File: src/rtl/skew_rd_control_pkg.sv
// Shared types and helpers for the skewed read sequencer.
// Holds the FSM state enum, the step-counter width rule and the per-bank lag rule.
package skew_rd_pkg;

  typedef enum logic [1:0] {
    IDLE   = 2'd0,
    RUN    = 2'd1,
    FINISH = 2'd2
  } state_t;

  // Wide enough to count past WR_LATENCY + max num_rows without overflow.
  function automatic int step_width(input int wr_latency, input int addr_width);
    return $clog2(wr_latency + (1 << addr_width)) + 1;
  endfunction

  function automatic int lag_of(input int lane, input int lanes, input logic reverse);
    return reverse ? (lanes - 1 - lane) : lane;
  endfunction

endpackage

File: src/rtl/skew_rd_control_if.sv
// Bus bundle between the start/stall source and the skewed read sequencer.
// The reverse signal exists only when SKEW_RD_CONTROL_REVERSE_EN is defined.
interface skew_rd_control_if #(
  parameter int WIDTH_HEIGHT = 16,
  parameter int ADDR_WIDTH   = 8
);
  import skew_rd_pkg::*;

  // Handshake: active is a start request with no ready; it is taken only when
  // busy is low (idle or the done cycle) and dropped otherwise. stall freezes
  // the step in flight for every cycle it is high; done pulses once per start.
  logic                               active;
  logic [ADDR_WIDTH-1:0]              base_addr;
  logic [ADDR_WIDTH-1:0]              num_rows;
  logic                               stall;
`ifdef SKEW_RD_CONTROL_REVERSE_EN
  logic                               reverse;
`endif
  logic [WIDTH_HEIGHT-1:0]            rd_en;
  logic [WIDTH_HEIGHT*ADDR_WIDTH-1:0] rd_addr;
  logic                               wr_active;
  logic                               busy;
  logic                               done;

`ifdef SKEW_RD_CONTROL_REVERSE_EN
  modport master (output active, base_addr, num_rows, stall, reverse,
                  input  rd_en, rd_addr, wr_active, busy, done);
  modport slave  (input  active, base_addr, num_rows, stall, reverse,
                  output rd_en, rd_addr, wr_active, busy, done);
`else
  modport master (output active, base_addr, num_rows, stall,
                  input  rd_en, rd_addr, wr_active, busy, done);
  modport slave  (input  active, base_addr, num_rows, stall,
                  output rd_en, rd_addr, wr_active, busy, done);
`endif

endinterface

File: src/rtl/skew_rd_control_lane_gen.sv
// One bank's read lane: registers rd_en/rd_addr for the step being issued.
// The address holds its last value whenever the lane is not enabled.
module rd_lane_gen
  import skew_rd_pkg::*;
#(
  parameter int ADDR_WIDTH = 8,
  parameter int STEP_W     = 10
) (
  input  logic                  clk,
  input  logic                  reset,
  input  logic                  step_valid,
  input  logic                  stall,
  input  logic [STEP_W-1:0]     t,
  input  logic [STEP_W-1:0]     lag,
  input  logic [ADDR_WIDTH-1:0] num_rows,
  input  logic [ADDR_WIDTH-1:0] base,
  output logic                  rd_en,
  output logic [ADDR_WIDTH-1:0] rd_addr
);

  logic [STEP_W-1:0] rows_ext;
  logic [STEP_W-1:0] rel;
  logic              hit;

  always_comb begin
    rows_ext = STEP_W'(num_rows);
    rel      = t - lag;
    hit      = (t >= lag) && (rel < rows_ext);
  end

  always_ff @(posedge clk) begin
    if (reset) begin
      rd_en   <= 1'b0;
      rd_addr <= '0;
    end else if (step_valid && !stall) begin
      rd_en <= hit;
      if (hit) rd_addr <= base + rel[ADDR_WIDTH-1:0];
    end else begin
      rd_en <= 1'b0;
    end
  end

endmodule

File: src/rtl/skew_rd_control.sv
// Skewed read sequencer: bank i reads num_rows words starting lag(i) steps after bank 0.
// Define SKEW_RD_CONTROL_REVERSE_EN to add a latched reverse input that flips the lag order.
module skew_rd_control
  import skew_rd_pkg::*;
#(
  parameter int WIDTH_HEIGHT = 16,
  parameter int ADDR_WIDTH   = 8,
  parameter int WR_LATENCY   = 17
) (
  input  logic               clk,
  input  logic               reset,
  skew_rd_control_if.slave   bus,
  output state_t             fsm_state
);

  localparam int                STEP_W   = step_width(WR_LATENCY, ADDR_WIDTH);
  localparam logic [STEP_W-1:0] WR_LAT_T = STEP_W'(WR_LATENCY);

  state_t                             state;
  logic [STEP_W-1:0]                  t_q;
  logic [STEP_W-1:0]                  step_t;
  logic [STEP_W-1:0]                  last_t;
  logic [STEP_W-1:0]                  rows_cfg_t;
  logic [ADDR_WIDTH-1:0]              base_q;
  logic [ADDR_WIDTH-1:0]              rows_q;
  logic [ADDR_WIDTH-1:0]              base_cfg;
  logic [ADDR_WIDTH-1:0]              rows_cfg;
  logic                               accept;
  logic                               start;
  logic                               step_valid;
  logic                               lane_stall;
  logic                               emit;
  logic                               wr_window;
  logic                               rev_cfg;
  logic                               wr_active_q;
  logic                               busy_q;
  logic                               done_q;
  logic [WIDTH_HEIGHT-1:0]            rd_en_w;
  logic [WIDTH_HEIGHT*ADDR_WIDTH-1:0] rd_addr_w;
`ifdef SKEW_RD_CONTROL_REVERSE_EN
  logic                               reverse_q;
`endif

  // t_q is the next step to issue; a start issues step 0 on the accepting edge.
  always_comb begin
    accept     = (state != RUN) && bus.active;
    start      = accept && (bus.num_rows != '0);
    base_cfg   = start ? bus.base_addr : base_q;
    rows_cfg   = start ? bus.num_rows  : rows_q;
`ifdef SKEW_RD_CONTROL_REVERSE_EN
    rev_cfg    = start ? bus.reverse : reverse_q;
`else
    rev_cfg    = 1'b0;
`endif
    rows_cfg_t = STEP_W'(rows_cfg);
    step_t     = start ? '0 : t_q;
    last_t     = WR_LAT_T + STEP_W'(rows_q) - STEP_W'(1);
    step_valid = start || ((state == RUN) && (t_q <= last_t));
    lane_stall = (state == RUN) && bus.stall;
    emit       = step_valid && !lane_stall;
    wr_window  = (step_t >= WR_LAT_T) && (step_t < WR_LAT_T + rows_cfg_t);
  end

  always_ff @(posedge clk) begin
    if (reset) begin
      state       <= IDLE;
      t_q         <= '0;
      base_q      <= '0;
      rows_q      <= '0;
      wr_active_q <= 1'b0;
      busy_q      <= 1'b0;
      done_q      <= 1'b0;
`ifdef SKEW_RD_CONTROL_REVERSE_EN
      reverse_q   <= 1'b0;
`endif
    end else begin
      done_q      <= 1'b0;
      wr_active_q <= emit && wr_window;
      case (state)
        IDLE, FINISH: begin
          if (accept) begin
            base_q <= bus.base_addr;
            rows_q <= bus.num_rows;
`ifdef SKEW_RD_CONTROL_REVERSE_EN
            reverse_q <= bus.reverse;
`endif
            if (start) begin
              state  <= RUN;
              t_q    <= STEP_W'(1);
              busy_q <= 1'b1;
            end else begin
              state  <= FINISH;
              done_q <= 1'b1;
            end
          end else begin
            state <= IDLE;
          end
        end
        RUN: begin
          if (!bus.stall) begin
            if (t_q > last_t) begin
              state  <= FINISH;
              t_q    <= '0;
              busy_q <= 1'b0;
              done_q <= 1'b1;
            end else begin
              t_q <= t_q + STEP_W'(1);
            end
          end
        end
        default: state <= IDLE;
      endcase
    end
  end

  for (genvar i = 0; i < WIDTH_HEIGHT; i++) begin : g_lane
    logic [STEP_W-1:0] lag;
    assign lag = STEP_W'(lag_of(i, WIDTH_HEIGHT, rev_cfg));

    rd_lane_gen #(
      .ADDR_WIDTH (ADDR_WIDTH),
      .STEP_W     (STEP_W)
    ) u_lane (
      .clk        (clk),
      .reset      (reset),
      .step_valid (step_valid),
      .stall      (lane_stall),
      .t          (step_t),
      .lag        (lag),
      .num_rows   (rows_cfg),
      .base       (base_cfg),
      .rd_en      (rd_en_w[i]),
      .rd_addr    (rd_addr_w[i*ADDR_WIDTH +: ADDR_WIDTH])
    );
  end

  assign bus.rd_en     = rd_en_w;
  assign bus.rd_addr   = rd_addr_w;
  assign bus.wr_active = wr_active_q;
  assign bus.busy      = busy_q;
  assign bus.done      = done_q;
  assign fsm_state     = state;

endmodule

File: src/flat_wrapper.sv
// flat-port wrapper written by rule: the top's interface ports become plain ports
module skew_rd_control_flat import skew_rd_pkg::*;
#(
  parameter int WIDTH_HEIGHT = 16,
  parameter int ADDR_WIDTH   = 8,
  parameter int WR_LATENCY   = 17
)
  (clk, reset, fsm_state, bus_active, bus_base_addr, bus_num_rows, bus_stall, bus_rd_en, bus_rd_addr, bus_wr_active, bus_busy, bus_done);
  skew_rd_control_if #(.WIDTH_HEIGHT(WIDTH_HEIGHT), .ADDR_WIDTH(ADDR_WIDTH)) bus_i ();
  input  logic clk;
  input  logic reset;
  output state_t fsm_state;
  input wire logic [$bits(bus_i.active)-1:0] bus_active;
  input wire logic [$bits(bus_i.base_addr)-1:0] bus_base_addr;
  input wire logic [$bits(bus_i.num_rows)-1:0] bus_num_rows;
  input wire logic [$bits(bus_i.stall)-1:0] bus_stall;
  output wire logic [$bits(bus_i.rd_en)-1:0] bus_rd_en;
  output wire logic [$bits(bus_i.rd_addr)-1:0] bus_rd_addr;
  output wire logic [$bits(bus_i.wr_active)-1:0] bus_wr_active;
  output wire logic [$bits(bus_i.busy)-1:0] bus_busy;
  output wire logic [$bits(bus_i.done)-1:0] bus_done;
  assign bus_i.active = bus_active;
  assign bus_i.base_addr = bus_base_addr;
  assign bus_i.num_rows = bus_num_rows;
  assign bus_i.stall = bus_stall;
  assign bus_rd_en = bus_i.rd_en;
  assign bus_rd_addr = bus_i.rd_addr;
  assign bus_wr_active = bus_i.wr_active;
  assign bus_busy = bus_i.busy;
  assign bus_done = bus_i.done;
  skew_rd_control #(.WIDTH_HEIGHT(WIDTH_HEIGHT), .ADDR_WIDTH(ADDR_WIDTH), .WR_LATENCY(WR_LATENCY)) u_core (.clk(clk), .reset(reset), .bus(bus_i), .fsm_state(fsm_state));
endmodule
File: config.mk
export PLATFORM = sky130hd
export DESIGN_NAME = skew_rd_control_flat
export DESIGN_NICKNAME = d
export VERILOG_FILES = /design/src/rtl/skew_rd_control_pkg.sv /design/src/rtl/skew_rd_control_if.sv /design/src/rtl/skew_rd_control_lane_gen.sv /design/src/rtl/skew_rd_control.sv /design/src/flat_wrapper.sv
export SDC_FILE = /design/constraint.sdc
export NUM_CORES = 1
export LEC_CHECK = 0
export CORE_AREA = 2 2 157 159
export CTS_CLUSTER_SIZE = 14
export DETAILED_ROUTE_END_ITERATION = 8
export DIE_AREA = 0 0 159 161
export DONT_BUFFER_PORTS = 1
export PLACE_DENSITY_LB_ADDON = 0.08
export SETUP_SLACK_MARGIN = 0.5
export SYNTH_ARGS = -nofsm -noshare
export SYNTH_HDL_FRONTEND = slang
export SYNTH_SLANG_ARGS = --single-unit
File: constraint.sdc
create_clock -name clk -period 8.7 [get_ports clk]
set_input_delay 1.74 -clock clk [delete_from_list [all_inputs] [get_ports clk]]
set_output_delay 1.74 -clock clk [all_outputs]
set_load 0.01 [all_outputs]
==> flow_metrics.env, run 1 <==
export IMPL_std_cell_rows=57
export IMPL_p_sw_share_pct=36.9
export IMPL_whs_path_depth=2
export IMPL_wl_met3_um=6200
export IMPL_ant_nets=0
export IMPL_p_int_uw=1500
export IMPL_yosys_area_top_type="dfxtp_1"
export IMPL_wl_per_cell_um=24.9
export IMPL_area_growth_pct=5.51
export IMPL_clk_latency_ns=0.45
export IMPL_power_total_uw=2380
export IMPL_overflow=0
export IMPL_routed_wl_um=55500
export IMPL_stdcell_area_sq_um=16300
export IMPL_vias=15565
export IMPL_setup_tns_ns=0
export IMPL_synth_edf_count=0
export IMPL_ctsLongestPathBuffers=2
export IMPL_yosysWarningCount=0
export IMPL_cts_resized=0
export IMPL_violations="DRC"
export IMPL_met2_length_um=23800
export IMPL_highest_layer="met4"
export IMPL_io_buffers=0
export IMPL_place_area_sq_um=15700
export IMPL_ff2ff_path_depth=14
export IMPL_final_nets=2126
export IMPL_layout_min_cycle_time_ns=6.45
export IMPL_cts_buffers=17
export IMPL_ir_drop_uv=106
export IMPL_syn_area_sq_um=15500
export IMPL_drive_gt1_share_pct=6.76
export IMPL_fillers=2038
export IMPL_maxSlewHeadroom_pct=14.4
export IMPL_hp_class="reg2reg"
export IMPL_post_cts_setup_buffer_count=0
export IMPL_path_max_fanout=11
export IMPL_cp_end_kind="flop"
export IMPL_hpwl_um=40100
export IMPL_cts_sinks=175
export IMPL_core_area_sq_um=24000
export IMPL_power_net_switching_uw=879
export IMPL_worstPathRequired_ns=9.08
export IMPL_slew_violations=0
export IMPL_clock_skew_ns=0.0160
export IMPL_pwr_share_clk_pct=34.5
export IMPL_initial_core_util_pct=64.6
export IMPL_synthCells=1956
export IMPL_synth_ff_type="dfxtp_1"
export IMPL_yosysUniqueCellTypes=90
export IMPL_fp_dieArea_sq_um=25600
export IMPL_ys_async_sr_fraction_pct=0
export IMPL_status="complete, but fails checks"
export IMPL_gp_congestion=1.07
export IMPL_ys_ff_latch=175
export IMPL_viasPerCell=6.97
export IMPL_synthTopCellsByArea="dfxtp_1 23%, ha_1 17%, a21oi_1 6.1%, xnor2_1 5.9%, o21ai_0 4.1%"
export IMPL_wl_met1_um=22500
export IMPL_first_pass_iters=8
export IMPL_r2r_slack_ns=3.33
export IMPL_max_cap_viol_count=0
export IMPL_die_y_um=161
export IMPL_rsz0062_at_grt="no"
export IMPL_antenna_found_initial=1
export IMPL_clkTransAtPathRegs_ns=0.08
export IMPL_criticalPathCategory="in2reg"
export IMPL_track_usage_pct=41.9
export IMPL_htreeDepth=4
export IMPL_power_density_nw_per_um2=146
export IMPL_io_pins=169
export IMPL_cp_start_kind="primary input"
export IMPL_sequentialPowerShare_pct=34.9
export IMPL_reg2reg_from="u_core.fsm_state[0]"
export IMPL_timing_hold_ws_ns=0.457
export IMPL_min_period_over_period_pct=74.1
export IMPL_finalHoldViolCount=0
export IMPL_die_x_um=159
export IMPL_ctsHoldBuffers=0
export IMPL_avgSynthCellArea_sq_um=7.91
export IMPL_synth_seq_area_share_pct=22.6
export IMPL_arrival_ns=6.83
export IMPL_worstHoldStart="u_core.base_q[3]"
export IMPL_multi_input_area_sq_um=11200
export IMPL_synth_fp_nets=2187
export IMPL_final_seq_area_sq_um=3500
export IMPL_synth_top_area_share_pct=22.6
export IMPL_timing_rr_end="u_core.g_lane[4].u_lane.rd_addr[3]"
export IMPL_clock_fmax_ghz=0.155
export IMPL_worstSetupStartpoint="bus_num_rows[4]"
export IMPL_grt_pass1_vias=14823
export IMPL_drt_iter0_drc=2037
export IMPL_p_leak_uw=0.00667
export IMPL_cts_tree="built"
export IMPL_clock_root_buffer="clkbuf_16"
export IMPL_grt_pass1_wl_um=84100
export IMPL_setup_violations=0
export IMPL_combPwrFrac_pct=30.5
export IMPL_crit_end="u_core.g_lane[4].u_lane.rd_addr[3]"
export IMPL_grt_max_degree=149
export IMPL_worst_slew_pin_slew_ns=1.28
export IMPL_drc=2
==> kinds of logic after synthesis <==
group	synth area share, %
AOI/OAI and AO/OA	26.3
adders and majority gates	17.3
muxes	2.69
and+or+nand+nor	18.0
buffers and inverters	5.35
DFF	22.6
other	0.0242
xor gates and xnor gates	7.70
==> registers in the layout (all words and copies together), names as in the netlist <==
register	cells
u_core.bus.wr_active	1
u_core.bus.done	1
u_core.g_lane.u_lane.rd_addr	128
u_core.bus.busy	1
u_core.rows_q	8
u_core.t_q	10
u_core.base_q	8
u_core.g_lane.u_lane.rd_en	16
u_core.fsm_state	2
==> final cells by class <==
class                           instances  share of cell area (%)
Antenna cell                            1                  0.0153
Clock inverter                         14                    1.03
Clock buffer                           18                    2.69
Multi-Input combinational cell       1586                    68.7
Timing Repair Buffer                   42                    1.93
Inverter                               73                    1.68
Tap cell                              324                    2.48
Sequential cell                       175                    21.5
==> how the worst min path moves through the flow <==
stage,endpoint,slack [ns]
after CTS,u_core.base_q[1],0.45
after floorplan,u_core.base_q[1],0.44
final,u_core.base_q[3],0.46
after global placement,u_core.base_q[1],0.44
after detailed placement,u_core.base_q[6],0.44
after global routing,u_core.base_q[5],0.47
==> synth_stat cells (12+ instances only) <==
master	instances
mux2i_1	38
nand2_1	168
o21a_1	25
ha_1	207
nor3_1	73
nand4_1	20
xnor2_1	105
clkbuf_1	81
o31ai_1	14
a211oi_1	27
nand2b_1	12
dfxtp_1	175
o21ai_0	128
nor2b_1	13
o21bai_1	15
o211ai_1	27
buf_2	14
nor2_1	129
a31o_2	17
a21oi_1	190
and3_1	18
nand3_1	71
buf_4	19
a21o_1	48
inv_1	70
xor2_1	26
==> per-layer routing <==
metal,GRT usage [%],vias to the layer above
met3,9.37,209
met5,0,-
met2,65.1,983
li1,-,7072
met1,54.6,7301
met4,21.9,0
==> per-stage QoR <==
step	utilization (%)	std cells	setup WS (ns)
2_1_floorplan	-	1956	2.00
3_3_place_gp	65.6	2200	2.14
3_5_place_dp	65.6	2200	1.90
4_1_cts	68.1	2232	2.36
5_1_grt	68.1	2232	1.94
6_report	68.1	2233	2.25
==> critical path: stages <==
cell and delay [ns]:
or4_4 0.58, o211ai_4 0.24, nand2_1 0.21, ha_1 0.44, a2111oi_2 1.05, a221oi_1 0.33, ha_1 0.40, nand3_1 0.13
o221ai_1 0.15, nor4_1 0.27, o311ai_1 0.18, nand2b_1 0.33, or4_1 0.60, a21oi_1 0.15
==> layout by cell type, fill, tap and decap left out, types with 7 or more instances in the layout <==
cell type  instances
o2111ai_1          7
nor3_1            73
nor4_1             9
or3_1             10
o21ai_0          128
ha_1             207
or2_2              7
a211oi_1          27
nand4_1           20
and3_1            18
a31oi_1           10
a21boi_0          10
o211ai_1          27
or4_1             10
nand2_1          168
a2111oi_0         11
nand3_1           71
a21o_1            48
xnor2_1          105
a31o_2            17
o21bai_1          15
and2_1            11
o31ai_1           14
dfxtp_1          175
nand2b_1          12
nor2b_1           13
o21a_1            25
xor2_1            26
a21oi_1          190
o22ai_1           10
a221oi_1          11
inv_1             70
mux2i_1           34
nor2_1           129
o41ai_1           10
clkbuf_16         17
buf_4             42
==> power groups by stage <==
stage | clock, uW | combinational, uW | sequential [uW]
after floorplan | 0 | 523 | 839
after global placement | 0 | 676 | 849
after detailed placement | 0 | 698 | 850
after CTS | 819 | 704 | 831
after global routing | 848 | 784 | 833
final | 822 | 727 | 832
Note: power is estimated with default switching activity, not from simulation.
==> run 2, diff against run 1 <==
CORE_AREA = 2 2 164 166   (was 2 2 157 159)
DIE_AREA = 0 0 166 168   (was 0 0 159 161)
clock period = 5.8 ns   (was 8.7 ns; I/O delays follow)
==> flow_metrics.env, run 2 (synthesis gave the netlist of run 1 again) <==
export IMPL_first_pass_iters=6
export IMPL_layout_commonest_cell="ha_1"
export IMPL_antenna_found_initial=0
export IMPL_grt_max_degree=149
export IMPL_clock_fmax_ghz=0.197
export IMPL_top_regs="u_core.g_lane.u_lane.rd_addr x128, u_core.g_lane.u_lane.rd_en x16, u_core.t_q x10"
export IMPL_fillers=2316
export IMPL_viasPerCell=6.70
export IMPL_path_max_fanout=12
export IMPL_cts_sinks=175
export IMPL_die_y_um=168
export IMPL_core_area_sq_um=26400
export IMPL_worst_slew_pin_slew_ns=1.21
export IMPL_clkTransAtPathRegs_ns=0.07
export IMPL_max_cap_viol_count=0
export IMPL_setup_violations=0
export IMPL_area_growth_pct=11.2
export IMPL_cp_end_kind="flop"
export IMPL_vias=15727
export IMPL_crit_path_frequent_cell="buf_4"
export IMPL_ir_drop_uv=137
export IMPL_io_buffers=0
export IMPL_max_stage_delay_ns=0.57
export IMPL_drc=0
export IMPL_power_density_nw_per_um2=210
export IMPL_top_register="u_core.g_lane.u_lane.rd_addr"
export IMPL_finalHoldViolCount=0
export IMPL_maxSlewHeadroom_pct=19.4
export IMPL_setup_tns_ns=0
export IMPL_post_cts_setup_buffer_count=0
export IMPL_initial_core_util_pct=58.7
export IMPL_cts_buffers=17
export IMPL_cpMaxStageDelayCell="or4_4"
export IMPL_p_leak_uw=0.00716
export IMPL_htreeDepth=4
export IMPL_ctsLongestPathBuffers=2
export IMPL_grt_pass1_wl_um=86900
export IMPL_layout_min_cycle_time_ns=5.08
export IMPL_slew_violations=0
export IMPL_r2r_slack_ns=0.89
export IMPL_stdcell_area_sq_um=17200
export IMPL_std_cell_rows=60
export IMPL_ant_nets=0
export IMPL_hp_class="reg2reg"
export IMPL_arrival_ns=5.42
export IMPL_finalNonFillerCells=2349
export IMPL_final_nets=2226
export IMPL_routed_wl_um=57200
export IMPL_clock_root_buffer="clkbuf_16"
export IMPL_die_x_um=166
export IMPL_timing_hold_ws_ns=0.456
export IMPL_place_area_sq_um=16600
export IMPL_drive_gt1_share_pct=12.0
export IMPL_cts_tree="built"
export IMPL_place_inst=2316
export IMPL_crit_path_cell_trace="or4_4, o211ai_4, buf_4, nand2_4, ha_1, buf_4, buf_4, nand2_1, o21ai_0, xnor2_1, ha_1, a21o_1, a21o_1, a211oi_1, o221ai_1, nor4_2, buf_4, mux2i_1, nor2_1"
export IMPL_antenna_cells=0
export IMPL_status="finished, final reports clean"
export IMPL_track_usage_pct=39.9
export IMPL_hpwl_um=42400
export IMPL_gp_congestion=1.06
export IMPL_io_pins=169
export IMPL_final_util_pct=65.3
export IMPL_min_period_over_period_pct=87.7
export IMPL_clock_skew_ns=0.0193
export IMPL_drt_iter0_drc=1913
export IMPL_cp_start_kind="primary input"
export IMPL_grt_pass1_vias=15093
export IMPL_path_delay_family="compound AO/OA/AOI/OAI gates"
export IMPL_largest_reg_flops=128
export IMPL_rsz0062_at_grt="no"
export IMPL_worstPathRequired_ns=6.14
export IMPL_fp_dieArea_sq_um=27900
export IMPL_path_buf_inv=4
export IMPL_clk_latency_ns=0.46
export IMPL_final_cell_mix="206 x ha_1, 189 x a21oi_1, 175 x dfxtp_1"
export IMPL_wl_per_cell_um=24.4
export IMPL_overflow=0
export IMPL_criticalPathCategory="in2reg"
==> run 2: path summary, 6_finish.rpt <==
check                        start  cells after the start                                   to
setup / recovery   bus_num_rows[4]                     19  u_core.g_lane[15].u_lane.rd_addr[4]
hold / removal    u_core.base_q[2]                      2                     u_core.base_q[2]
setup reg to reg  u_core.rows_q[0]                     14   u_core.g_lane[6].u_lane.rd_addr[5]
hold reg to reg   u_core.base_q[2]                      2                     u_core.base_q[2]
==> run 2: worst reg2reg max path: cells and delay by family (launching register included) <==
| family | cells | cell delay (ns) |
|---|---|---|
| AOI/OAI and AO/OA | 6 | 1.52 |
| and+or+nand+nor | 4 | 1.36 |
| adders and majority gates | 2 | 0.74 |
| DFF | 1 | 0.64 |
| xor gates and xnor gates | 2 | 0.53 |
==> run 2: what timing repair did <==
| item | 4_1_cts | 5_1_grt |
|---|---|---|
| gates resized for setup | 0 | 1 |
| hold buffers | 0 | 0 |
| setup endpoints to repair | 0 | 28 |
==> run 2: cell type report <==
type                       instances  area, sq um  share of cell area, %
timing repair buffer             141         1120                   6.51
inverter                          73          274                   1.59
tap                              341          427                   2.48
multi-input combinational       1587        11300                   65.5
sequential                       175         3500                   20.4
clock inverter                    14          170                  0.989
clock buffer                      18          439                   2.55
==> run 2: power by group <==
part,total (uW),leakage (uW),switching [uW],internal [uW]
Combinational,1120,0.00545,696,427
Sequential,1240,0.00141,23.7,1220
Clock,1260,0.000296,625,631
Total,3620,0.00716,1340,2270
==> run 2: per-layer routing <==
metal	share of wire, %	track usage [%]
met1	43	54.3
met2	43	61.7
met3	9.6	6.91
met4	4.8	19.1
met5	0	0
==> run 2: per-stage QoR <==
| stage | setup slack [ns] | power [uW] |
|---|---|---|
| global route | 0.532 | 3760 |
| CTS | 0.734 | 3580 |
| global placement | 0.341 | 2330 |
| floorplan | 0.250 | 2050 |
| detailed placement | 0.305 | 2350 |
| finish | 0.716 | 3620 |
==> run 3, diff against run 2 <==
CAP_MARGIN = 30   (was unset)
==> flow_metrics.env, run 3 (synthesis gave the netlist of run 1 again) <==
export IMPL_status="finished, final reports clean"
export IMPL_post_cts_setup_buffer_count=0
export IMPL_layout_commonest_cell="ha_1"
export IMPL_cpMaxStageDelayCell="or4_4"
export IMPL_maxSlewHeadroom_pct=27.4
export IMPL_min_period_over_period_pct=87.8
export IMPL_ctsLongestPathBuffers=2
export IMPL_grt_pass1_vias=15074
export IMPL_finalHoldViolCount=0
export IMPL_path_buf_inv=4
export IMPL_max_stage_delay_ns=0.56
export IMPL_arrival_ns=5.42
export IMPL_routed_wl_um=57300
export IMPL_wl_per_cell_um=24.4
export IMPL_reg2reg_from="u_core.rows_q[0]"
export IMPL_top_register="u_core.g_lane.u_lane.rd_addr"
export IMPL_max_cap_viol_count=0
export IMPL_cp_end_kind="flop"
export IMPL_final_cell_mix="206 x ha_1, 189 x a21oi_1, 175 x dfxtp_1"
export IMPL_largest_reg_flops=128
export IMPL_ff2ff_path_depth=15
export IMPL_path_max_fanout=12
export IMPL_power_net_switching_uw=1340
export IMPL_core_area_sq_um=26400
export IMPL_overflow=0
export IMPL_setup_tns_ns=0
export IMPL_layout_min_cycle_time_ns=5.09
export IMPL_ctsHoldBuffers=0
export IMPL_path_delay_family="compound AO/OA/AOI/OAI gates"
export IMPL_antenna_cells=0
export IMPL_clk_latency_ns=0.45
export IMPL_vias=15784
export IMPL_p_sw_share_pct=37.0
export IMPL_worstPathRequired_ns=6.13
export IMPL_worst_slew_pin_slew_ns=1.07
export IMPL_gp_congestion=1.06
export IMPL_whs_path_depth=2
export IMPL_initial_core_util_pct=58.7
export IMPL_htreeDepth=4
export IMPL_antenna_found_initial=1
export IMPL_power_density_nw_per_um2=210
export IMPL_first_pass_iters=6
export IMPL_ant_nets=0
export IMPL_power_total_uw=3610
export IMPL_drt_iter0_drc=1825
export IMPL_cts_tree="built"
export IMPL_crit_path_cell_trace="or4_4, o211ai_4, buf_4, nand2_4, ha_1, buf_4, buf_4, nand2_1, o21ai_0, xnor2_1, ha_1, a21o_1, a21o_1, a211oi_1, o221ai_1, nor4_2, buf_4, mux2i_1, nor2_1"
export IMPL_pwr_share_clk_pct=34.4
export IMPL_std_cell_rows=60
export IMPL_clock_skew_ns=0.0174
export IMPL_grt_max_degree=149
export IMPL_top_regs="u_core.g_lane.u_lane.rd_addr x128, u_core.g_lane.u_lane.rd_en x16, u_core.t_q x10"
export IMPL_io_buffers=0
export IMPL_cts_resized=0
export IMPL_r2r_slack_ns=0.99
export IMPL_grt_pass1_wl_um=86700
export IMPL_criticalPathCategory="in2reg"
export IMPL_hpwl_um=42600
export IMPL_p_leak_uw=0.00717
export IMPL_cp_start_kind="primary input"
export IMPL_combPwrFrac_pct=31.2
export IMPL_hold_end="u_core.base_q[2]"
export IMPL_fp_dieArea_sq_um=27900
export IMPL_clock_root_buffer="clkbuf_16"
export IMPL_cts_buffers=17
export IMPL_clkTransAtPathRegs_ns=0.07
export IMPL_cts_sinks=175
export IMPL_fillers=2316
export IMPL_track_usage_pct=39.8
export IMPL_drc=0
export IMPL_p_int_uw=2280
export IMPL_hp_class="reg2reg"
export IMPL_viasPerCell=6.71
export IMPL_area_growth_pct=11.3
export IMPL_drive_gt1_share_pct=12.0
export IMPL_setup_violations=0
export IMPL_sequentialPowerShare_pct=34.3
export IMPL_slew_violations=0
export IMPL_ir_drop_uv=157
export IMPL_final_nets=2228
export IMPL_rsz0062_at_grt="yes"
export IMPL_timing_rr_end="u_core.g_lane[0].u_lane.rd_addr[4]"
export IMPL_die_y_um=168
export IMPL_clock_fmax_ghz=0.196
export IMPL_die_x_um=166
export IMPL_crit_path_frequent_cell="buf_4"
export IMPL_io_pins=169
export IMPL_worstHoldStart="u_core.base_q[2]"
[run 3: cell types whose count changed in the layout (fill, tap and decap cells not counted)]
cell and change:
buf_4 +2, mux2i_1 +1, mux2i_2 -1, inv_6 -1, inv_8 +1
[run 3: metal layers]
metal / track usage [%] / up-vias / share of wire (%)
met3: 7.40 / 180 / 9.7
li1: - / 7290 / -
met5: 0 / - / 0
met1: 53.2 / 7448 / 42
met2: 61.7 / 866 / 43
met4: 19.8 / 0 / 5.1
[run 3: how the worst max path moves through the flow]
| stage | startpoint | endpoint | depth (start not counted) |
|---|---|---|---|
| CTS | u_core.rows_q[0] | u_core.g_lane[0].u_lane.rd_addr[4] | 15 |
| global route | bus_num_rows[3] | u_core.g_lane[15].u_lane.rd_addr[4] | 19 |
| finish | bus_num_rows[4] | u_core.g_lane[15].u_lane.rd_addr[4] | 19 |
| global placement | bus_num_rows[4] | u_core.g_lane[6].u_lane.rd_addr[3] | 11 |
| detailed placement | bus_num_rows[4] | u_core.g_lane[13].u_lane.rd_addr[7] | 17 |
| floorplan | bus_num_rows[3] | u_core.g_lane[6].u_lane.rd_addr[6] | 22 |
[run 3: metrics by stage]
step,hold slack (ns),setup slack (ns),std cells,instance area [sq um],utilization [%]
6_report,0.456,0.708,2351,17200,65.4
4_1_cts,0.453,0.743,2350,17200,65.3
2_1_floorplan,0.436,0.250,1956,15600,-
3_3_place_gp,0.437,0.341,2316,16600,62.9
5_1_grt,0.478,0.495,2351,17200,65.4
3_5_place_dp,0.444,0.404,2318,16600,63.0
[run 3: cell type report]
type	count	area, sq um	share of cell area (%)
Tap cell	341	427	2.48
Clock buffer	18	439	2.55
Clock inverter	14	173	1.00
Sequential cell	175	3500	20.3
Timing Repair Buffer	143	1140	6.60
Inverter	73	274	1.59
Multi-Input combinational cell	1587	11300	65.4
[run 3: worst reg2reg max path, cell delays in order, from the launching register on]
cell,delay [ns]
dfxtp_1,0.64
ha_1,0.40
xor2_1,0.18
nand2_1,0.07
o21ai_0,0.19
and4b_1,0.27
xnor3_1,0.34
ha_1,0.32
a211oi_1,0.18
o21ai_0,0.12
o211ai_1,0.13
a21oi_1,0.10
buf_4,0.23
a21boi_4,0.63
nand3_1,0.50
a31o_2,0.39
[run 3: power by group through the flow]
stage	combinational [uW]	sequential (uW)	clock, uW
6_report	1130	1240	1240
5_1_grt	1230	1240	1280
4_1_cts	1090	1240	1240
3_5_place_dp	1090	1270	0
3_3_place_gp	1060	1270	0
2_1_floorplan	789	1260	0
